===== src/rtl/sprite_pkg.sv =====
// Shared sprite-pipeline definitions: line geometry defaults, line-buffer
// controller state encoding and counter sizing helper.
package sprite_pkg;

  localparam int SPR_LINE_WIDTH   = 640;
  localparam int SPR_ERASE_CYCLES = SPR_LINE_WIDTH / 4;
  localparam int SPR_IDX_W        = 10;

  typedef enum logic [1:0] {
    S_IDLE   = 2'd0,
    S_ACTIVE = 2'd1,
    S_ERASE  = 2'd2,
    S_WAIT   = 2'd3
  } linebuf_state_e;

  // Bits needed to hold a down-counter that starts at 'cycles'.
  function automatic int erase_cnt_width(input int cycles);
    if (cycles < 1) return 1;
    return $clog2(cycles + 1);
  endfunction

endpackage


===== src/rtl/sprite_linebuf_ctrl.sv =====
// Ping-pong sprite line-buffer controller: swaps render/display halves on
// line_start, walks the composer read index and sequences the erase sweep.
module sprite_linebuf_ctrl
  import sprite_pkg::*;
#(
  parameter int LINE_WIDTH   = SPR_LINE_WIDTH,
  parameter int ERASE_CYCLES = LINE_WIDTH / 4
) (
  input  logic                 clk,
  input  logic                 rst_n,
  input  logic                 line_start,
  input  logic                 render_done,
  input  logic                 composer_pix_en,
  output logic                 active_render_buffer,
  output logic                 renderer_start,
  output logic [SPR_IDX_W-1:0] composer_rd_idx,
  output logic                 composer_rd_valid,
  output logic                 composer_erase_start,
  output logic                 render_overrun,
  output logic                 busy
);

  localparam int                   CNT_W      = erase_cnt_width(ERASE_CYCLES);
  localparam logic [SPR_IDX_W-1:0] LAST_IDX   = SPR_IDX_W'(LINE_WIDTH - 1);
  localparam logic [CNT_W-1:0]     ERASE_LOAD = CNT_W'(ERASE_CYCLES);

  linebuf_state_e       r_state;
  logic                 r_active_buf;
  logic [SPR_IDX_W-1:0] r_rd_idx;
  logic                 r_rd_valid;
  logic                 r_renderer_start;
  logic                 r_erase_start;
  logic                 r_overrun;
  logic                 r_busy;
  logic                 r_done_seen;
  logic                 r_swap_pending;
  logic [CNT_W-1:0]     r_erase_cnt;

  logic w_done_seen;
  logic w_erase_done;
  logic w_last_pix;
  logic w_start_erase;
  logic w_swap;

  // A render_done arriving in the swap cycle still belongs to the outgoing line.
  assign w_done_seen   = r_done_seen | render_done;
  assign w_erase_done  = (r_state == S_ERASE) && (r_erase_cnt == '0);
  assign w_last_pix    = (r_state == S_ACTIVE) && composer_pix_en && (r_rd_idx == LAST_IDX);
  assign w_start_erase = (r_state == S_ACTIVE) && (line_start || w_last_pix);
  assign w_swap        = (((r_state == S_IDLE) || (r_state == S_WAIT)) && line_start)
                       || (w_erase_done && (r_swap_pending || line_start));

  // NOTE: every register below uses <= so all updates see pre-edge values;
  // blocking assignments here would create order-dependent simulation.
  always_ff @(posedge clk or negedge rst_n) begin
    if (!rst_n) begin
      r_state          <= S_IDLE;
      r_active_buf     <= 1'b0;
      r_rd_idx         <= '0;
      r_rd_valid       <= 1'b0;
      r_renderer_start <= 1'b0;
      r_erase_start    <= 1'b0;
      r_overrun        <= 1'b0;
      r_busy           <= 1'b0;
      r_done_seen      <= 1'b0;
      r_swap_pending   <= 1'b0;
      r_erase_cnt      <= '0;
    end else begin
      r_renderer_start <= 1'b0;
      r_erase_start    <= 1'b0;
      r_overrun        <= 1'b0;
      // The dpram returns data one cycle after an accepted read request.
      r_rd_valid       <= (r_state == S_ACTIVE) && composer_pix_en;

      if (w_swap) begin
        r_active_buf     <= ~r_active_buf;
        r_rd_idx         <= '0;
        r_done_seen      <= 1'b0;
        r_swap_pending   <= 1'b0;
        r_renderer_start <= 1'b1;
        // r_busy is low only before the first swap, which is never an overrun.
        r_overrun        <= r_busy && !w_done_seen;
        r_busy           <= 1'b1;
        r_state          <= S_ACTIVE;
      end else begin
        if (render_done) r_done_seen <= 1'b1;

        case (r_state)
          S_ACTIVE: begin
            if (w_start_erase) begin
              r_erase_start  <= 1'b1;
              r_erase_cnt    <= ERASE_LOAD;
              r_swap_pending <= line_start;
              r_state        <= S_ERASE;
            end else if (composer_pix_en) begin
              r_rd_idx <= r_rd_idx + 1'b1;
            end
          end
          S_ERASE: begin
            if (w_erase_done) begin
              r_state <= S_WAIT;
            end else begin
              r_erase_cnt <= r_erase_cnt - 1'b1;
              if (line_start) r_swap_pending <= 1'b1;
            end
          end
          default: ;
        endcase
      end
    end
  end

  assign active_render_buffer = r_active_buf;
  assign renderer_start       = r_renderer_start;
  assign composer_rd_idx      = r_rd_idx;
  assign composer_rd_valid    = r_rd_valid;
  assign composer_erase_start = r_erase_start;
  assign render_overrun       = r_overrun;
  assign busy                 = r_busy;

endmodule


===== config.mk =====
export PLATFORM = sky130hd
export DESIGN_NAME = sprite_linebuf_ctrl
export DESIGN_NICKNAME = d
export VERILOG_FILES = /design/src/rtl/sprite_pkg.sv /design/src/rtl/sprite_linebuf_ctrl.sv
export SDC_FILE = /design/constraint.sdc
export NUM_CORES = 1
export LEC_CHECK = 0
export CORE_UTILIZATION = 49
export CTS_CLUSTER_DIAMETER = 60
export DETAILED_ROUTE_END_ITERATION = 12
export GPL_ROUTABILITY_DRIVEN = 0
export PLACE_DENSITY = 0.78
export SYNTH_ARGS = -nofsm -noshare
export SYNTH_HDL_FRONTEND = slang
export SYNTH_SLANG_ARGS = --single-unit

===== constraint.sdc =====
create_clock -name clk -period 1.65 [get_ports clk]
set_clock_uncertainty 0.05 [all_clocks]
set_input_delay 0.2475 -clock clk [delete_from_list [all_inputs] [get_ports clk]]
set_output_delay 0.2475 -clock clk [all_outputs]
set_load 0.05 [all_outputs]

==> results.cfg, run 1 <==
[worst_setup_path]
path_max_fanout = 5
rr_worst_depth = 8
r2r_end = composer_rd_idx[5]
end_kind = register
reg2reg_slack_ns = -0.20
worstPathArrival_ns = 2.04
crit_type = register to register
crit_required_ns = 1.84
reg2reg_from = r_state[0]
start_kind = register

[floorplan]
dieArea_sq_mm = 0.003541
die_width_um = 59.51
core_area_sq_mm = 0.003103
fp.dieH_um = 59.51
start_util = 0.5222
ios = 21
rows = 20

[sta]
tightest_slew_ns = 0.3967
setup_viol = 25
tns_ns = -1.848
rsz0062_at_grt = true
fin_crit_sh = 1.123
report.final.hold_viol_count = 0
timing.fmax_mhz = 539.9
finalCriticalPeriod_ns = 1.852
relSlewSlack = 0.7335
maxSlewViolCount = 0
worst_slack_ns = -0.2024

[power]
vdd_drop_max_uv = 935.5
power_density_mw_per_mm2 = 1640
p_total_mw = 4.055
p_leak_nw = 1.048

[clocking]
cts_made_buffers = 3
tritoncts = yes
htreeDepth = 1
hold_buffers = 0
cts_max_path_buffers = 2
cts_sinks = 28
path_clk_slew_ns = 0.16
insertion_delay_ns = 0.34
clockRootBuffer = clkbuf_4

[placed_design]
placed_area_sq_mm = 0.002136
port_buffers = 20
post-dp-hpwl_um = 3051

[synth]
synth_top_area_share = 0.4324
synth.distinct_cells = 60
yosysWarningCount = 0
netlist_area_sq_mm = 0.001620
async_flop_share = 1.000
synthTopCellsByCount = dfrtp_1 (28), nor2_1 (15), nand2_1 (9), inv_1 (6)
synthCells = 156
synth.area.top_cells = dfrtp_1 (43%), ha_1 (3.9%), nor2_1 (3.5%)
synth_seq_area_share = 0.4324
yosysMostFrequentCell = dfrtp_1
synth_edf_count = 0
synth.avg_cell_area_sq_um = 10.39
synth_nets = 166
ys.flop_type = dfrtp_1
ys_seq_elements = 28
yosys.area.top_type = dfrtp_1

[cells_and_area]
final_core_util = 0.7968
num_antenna_cells = 0
area_delta_synth_final_pct = 52.59
fillers = 209
nNetsFinal = 231
drive_above_1_share = 0.5545
final_area_sq_mm = 0.002472
largest_reg_flops = 10

[global_routing]
grt_pass1_vias = 1511
overflow = 0
track_usage = 0.2851
grt_antenna_before_repair = 0
grt_max_degree = 29
grt_pass1_wl_um = 7320

[hold_path]
min_path_type = input pin to asynchronous set/reset pin

[outcome]
status = finished with violations
violations = setup timing

[detailed_routing]
first_pass_iters = 4
via_count = 1532
drc = 0
antenna_left = 0
drt-total-wl_um = 4932
drt-vias-per-instance = 5.803
drtIter0Drc = 60
routedWlPerCell_um = 18.68

[flow_run]
maxCapViolations = 0
worst max-delay path by stage:
stage                          to                from
5_1_grt        composer_rd_idx[5]          r_state[0]
3_5_place_dp       r_erase_cnt[3]     composer_pix_en
4_1_cts                r_state[1]      r_erase_cnt[0]
3_3_place_gp       r_erase_cnt[3]     composer_pix_en
6_report       composer_rd_idx[5]          r_state[0]
2_1_floorplan  composer_rd_idx[7]  composer_rd_idx[0]
cells by family after synthesis:
logic type	Yosys count	synth area share
AND/OR/NAND/NOR	66	0.2587
AO/OA/AOI/OAI	37	0.1876
flip-flops	28	0.4324
buffers and inverters	11	0.03166
XOR/XNOR	6	0.03244
adder cells (fa/ha/maj)	5	0.03861
multiplexers	3	0.01853
repair_timing:
action	4_1_cts	5_1_grt
buffers inserted	9	6
gates resized for setup	23	15
pin swaps	14	14
gates cloned	1	0
endpoints found under the setup margin	27	27
layout make-up:
class | instances | area, sq um | area share
Clock buffer | 4 | 36.28 | 0.01468
Timing Repair Buffer | 65 | 526.8 | 0.2131
Inverter | 6 | 22.52 | 0.009109
Multi-Input combinational cell | 117 | 1116 | 0.4514
Sequential cell | 28 | 715.7 | 0.2895
Tap cell | 44 | 55.05 | 0.02227
stage by stage:
stage | hold WS, ns | setup slack, ns | cells
2_1_floorplan | -0.09809 | -0.06876 | 156
3_3_place_gp | 0.4090 | -0.2510 | 245
3_5_place_dp | 0.4176 | -0.2899 | 245
4_1_cts | 0.2421 | -0.1290 | 259
5_1_grt | 0.2133 | -0.2879 | 264
6_report | 0.2180 | -0.2024 | 264
placed cells by master (no fill, tap or decap), drive strengths merged, types with 3 or more instances in the layout:
master,instances
buf,61
dfrtp,28
nor2,16
nand2,9
inv,6
a21oi,6
ha,5
and3,5
o31ai,4
clkdlybuf4s50,4
clkbuf,4
nor4,4
o21ai,4
and2,3
nand4,3
xor2,3
and4,3
nand2b,3
xnor2,3
mux2i,3
nand3,3
a31oi,3
a2111oi,3
metal layers:
layer | wire (um) | vias to the layer above | GRT usage | part of all wire
met4 | 93 | 0 | 0.1262 | 0.019
met3 | 155 | 8 | 0.03493 | 0.031
li1 | - | 719 | - | -
met2 | 2675 | 42 | 0.5008 | 0.54
met1 | 2008 | 763 | 0.3492 | 0.41
met5 | 0 | - | 0 | 0
power by group:
part           internal, mW  leakage, nW  switching [mW]
clock                 0.135       0.0210           0.210
sequential            0.860        0.338           0.168
combinational          1.27        0.688            1.41
total                  2.27         1.05            1.79
worst max-delay path, cell delays in order (launching register included):
cell and delay (ns):
dfrtp_1 0.45, buf_6 0.14, ha_4 0.16, nand3b_1 0.19, a31oi_4 0.08, buf_4 0.16
buf_6 0.10, and4_1 0.18, nor4_1 0.25
Power figures use the tool's default switching activity.
==> run 2: changes to the inputs <==
--- a/config.mk
+++ b/config.mk
@@ -10,4 +10,5 @@
 export DETAILED_ROUTE_END_ITERATION = 12
 export GPL_ROUTABILITY_DRIVEN = 0
+export GPL_TIMING_DRIVEN = 0
 export PLACE_DENSITY = 0.78
 export SYNTH_ARGS = -nofsm -noshare
--- a/constraint.sdc
+++ b/constraint.sdc
@@ -3,3 +3,3 @@
 set_input_delay 0.2475 -clock clk [delete_from_list [all_inputs] [get_ports clk]]
 set_output_delay 0.2475 -clock clk [all_outputs]
-set_load 0.05 [all_outputs]
+set_load 0.02 [all_outputs]
==> run 2 against run 1 <==
The run still ends with setup timing left. Combinational power down 12%. Sequential share of layout area grew 0.83 points. Power decreased by 5.4%. Critical path type unchanged. Highest routed layer unchanged.
==> results.cfg, run 2 (same netlist as run 1, synthesis figures left out) <==
[detailed_routing]
drt-total-wl_um = 4972
via_count = 1569
drc = 0
antenna_left = 0
drt-vias-per-instance = 6.301
routedWlPerCell_um = 19.97
first_pass_iters = 4
drtIter0Drc = 88

[sta]
timing.fmax_mhz = 531.2
report.final.hold_viol_count = 0
maxSlewViolCount = 0
finalCriticalPeriod_ns = 1.883
hold_slack_ns = 0.3778
fin_crit_sh = 1.141
relSlewSlack = 0.5865
worst_slack_ns = -0.2325
rsz0062_at_grt = true
tightest_slew_ns = 0.6203
setup_viol = 27

[power]
power_density_mw_per_mm2 = 1614
vdd_drop_max_uv = 709.1
p_leak_nw = 1.011

[worst_setup_path]
reg2reg_from = composer_rd_idx[0]
r2r_end = r_erase_cnt[6]
critical_path.cell_chain = ha_4 > nand3_2 > o31ai_4 > nand2b_1 > o41ai_1
crit_slowest_cell = dfrtp_2
worstPathArrival_ns = 2.07
path_max_fanout = 4
cp_top_family = compound AO/OA/AOI/OAI gates
crit_required_ns = 1.83
end_kind = register
rr_worst_depth = 5
start_kind = register
crit_type = register to register
max_stage_delay_ns = 0.45
cp_num_buf_inv = 0
reg2reg_slack_ns = -0.23

[outcome]
status = finished with violations
violations = setup timing

[global_routing]
grt_antenna_before_repair = 0
overflow = 0
grt_pass1_vias = 1500
grt_pass1_wl_um = 7217
track_usage = 0.2702
grt_max_degree = 29

[cells_and_area]
area_delta_synth_final_pct = 46.80
final_core_util = 0.7665
drive_above_1_share = 0.4098
nNetsFinal = 216
num_antenna_cells = 0
final_cell_mix = dfrtp_1 (22), buf_4 (21), dlygate4sd2_1 (12)
largest_reg_flops = 10
final_area_sq_mm = 0.002379
fillers = 212
mostFrequentLayoutCell = dfrtp_1
stdcell_count = 249

[floorplan]
rows = 20
dieArea_sq_mm = 0.003541
ios = 21
die_width_um = 59.51
start_util = 0.5222
core_area_sq_mm = 0.003103
fp.dieH_um = 59.51

[clocking]
cts_sinks = 28
clockRootBuffer = clkbuf_4
tritoncts = yes
insertion_delay_ns = 0.34
cts_max_path_buffers = 2
htreeDepth = 1
cts_made_buffers = 3
path_clk_slew_ns = 0.17

[hold_path]
min_path_type = input pin to asynchronous set/reset pin

[placed_design]
post-dp-hpwl_um = 2635
dp_slack_ns = -0.4065
port_buffers = 20
dp_cells = 220
placed_area_sq_mm = 0.001956

[flow_run]
maxCapViolations = 0
==> run 2: layout make-up <==
type | count | area (sq um) | area share
Buffer | 5 | 52.55 | 0.02209
Clock buffer | 3 | 22.52 | 0.009469
Clock inverter | 1 | 30.03 | 0.01262
Inverter | 6 | 22.52 | 0.009469
Multi-Input combinational cell | 117 | 1106 | 0.4650
Sequential cell | 28 | 708.2 | 0.2977
Tap cell | 44 | 55.05 | 0.02315
Timing Repair Buffer | 45 | 381.6 | 0.1604
==> run 2: per-layer routing <==
metal	global-route usage	up-vias	part of all wire
li1	-	692	-
met1	0.3494	791	0.40
met2	0.4639	69	0.52
met3	0.02402	17	0.052
met4	0.1096	0	0.027
met5	0	-	0
==> run 2: worst register-to-register path: stages, from the launching register on <==
cell	delay, ns
dfrtp_2	0.45
ha_4	0.17
nand3_2	0.15
o31ai_4	0.34
nand2b_1	0.20
o41ai_1	0.41
==> run 2: where the power goes <==
group	switching, mW	total (mW)	leakage (nW)	internal, mW
logic	1.23	2.35	0.635	1.13
clock network	0.225	0.471	0.0279	0.246
registers	0.155	1.01	0.348	0.857
==> run 2: what timing repair did <==
action	CTS	global route
endpoints found under the hold margin	0	28
resized for setup	38	17
setup endpoints to repair	39	27
setup buffers	18	5
gates cloned	1	0
hold buffers	0	1
pin swaps	17	15
==> run 2: worst max-delay path by stage <==
stage,from,to,cells past startpoint
after floorplan,r_erase_cnt[0],r_swap_pending,6
after global placement,line_start,composer_rd_idx[7],5
after detailed placement,line_start,composer_rd_idx[7],5
after CTS,r_erase_cnt[3],r_erase_cnt[3],5
after global routing,composer_rd_idx[0],r_erase_cnt[6],5
final,composer_rd_idx[0],r_erase_cnt[6],5
==> run 2: through the flow <==
| stage | total power [mW] | TNS, ns |
|---|---|---|
| after detailed placement | 2.632 | -11.76 |
| after global routing | 4.023 | -5.003 |
| after floorplan | 2.194 | -0.09639 |
| after CTS | 3.497 | -2.030 |
| final | 3.838 | -3.865 |
| after global placement | 2.550 | -10.06 |
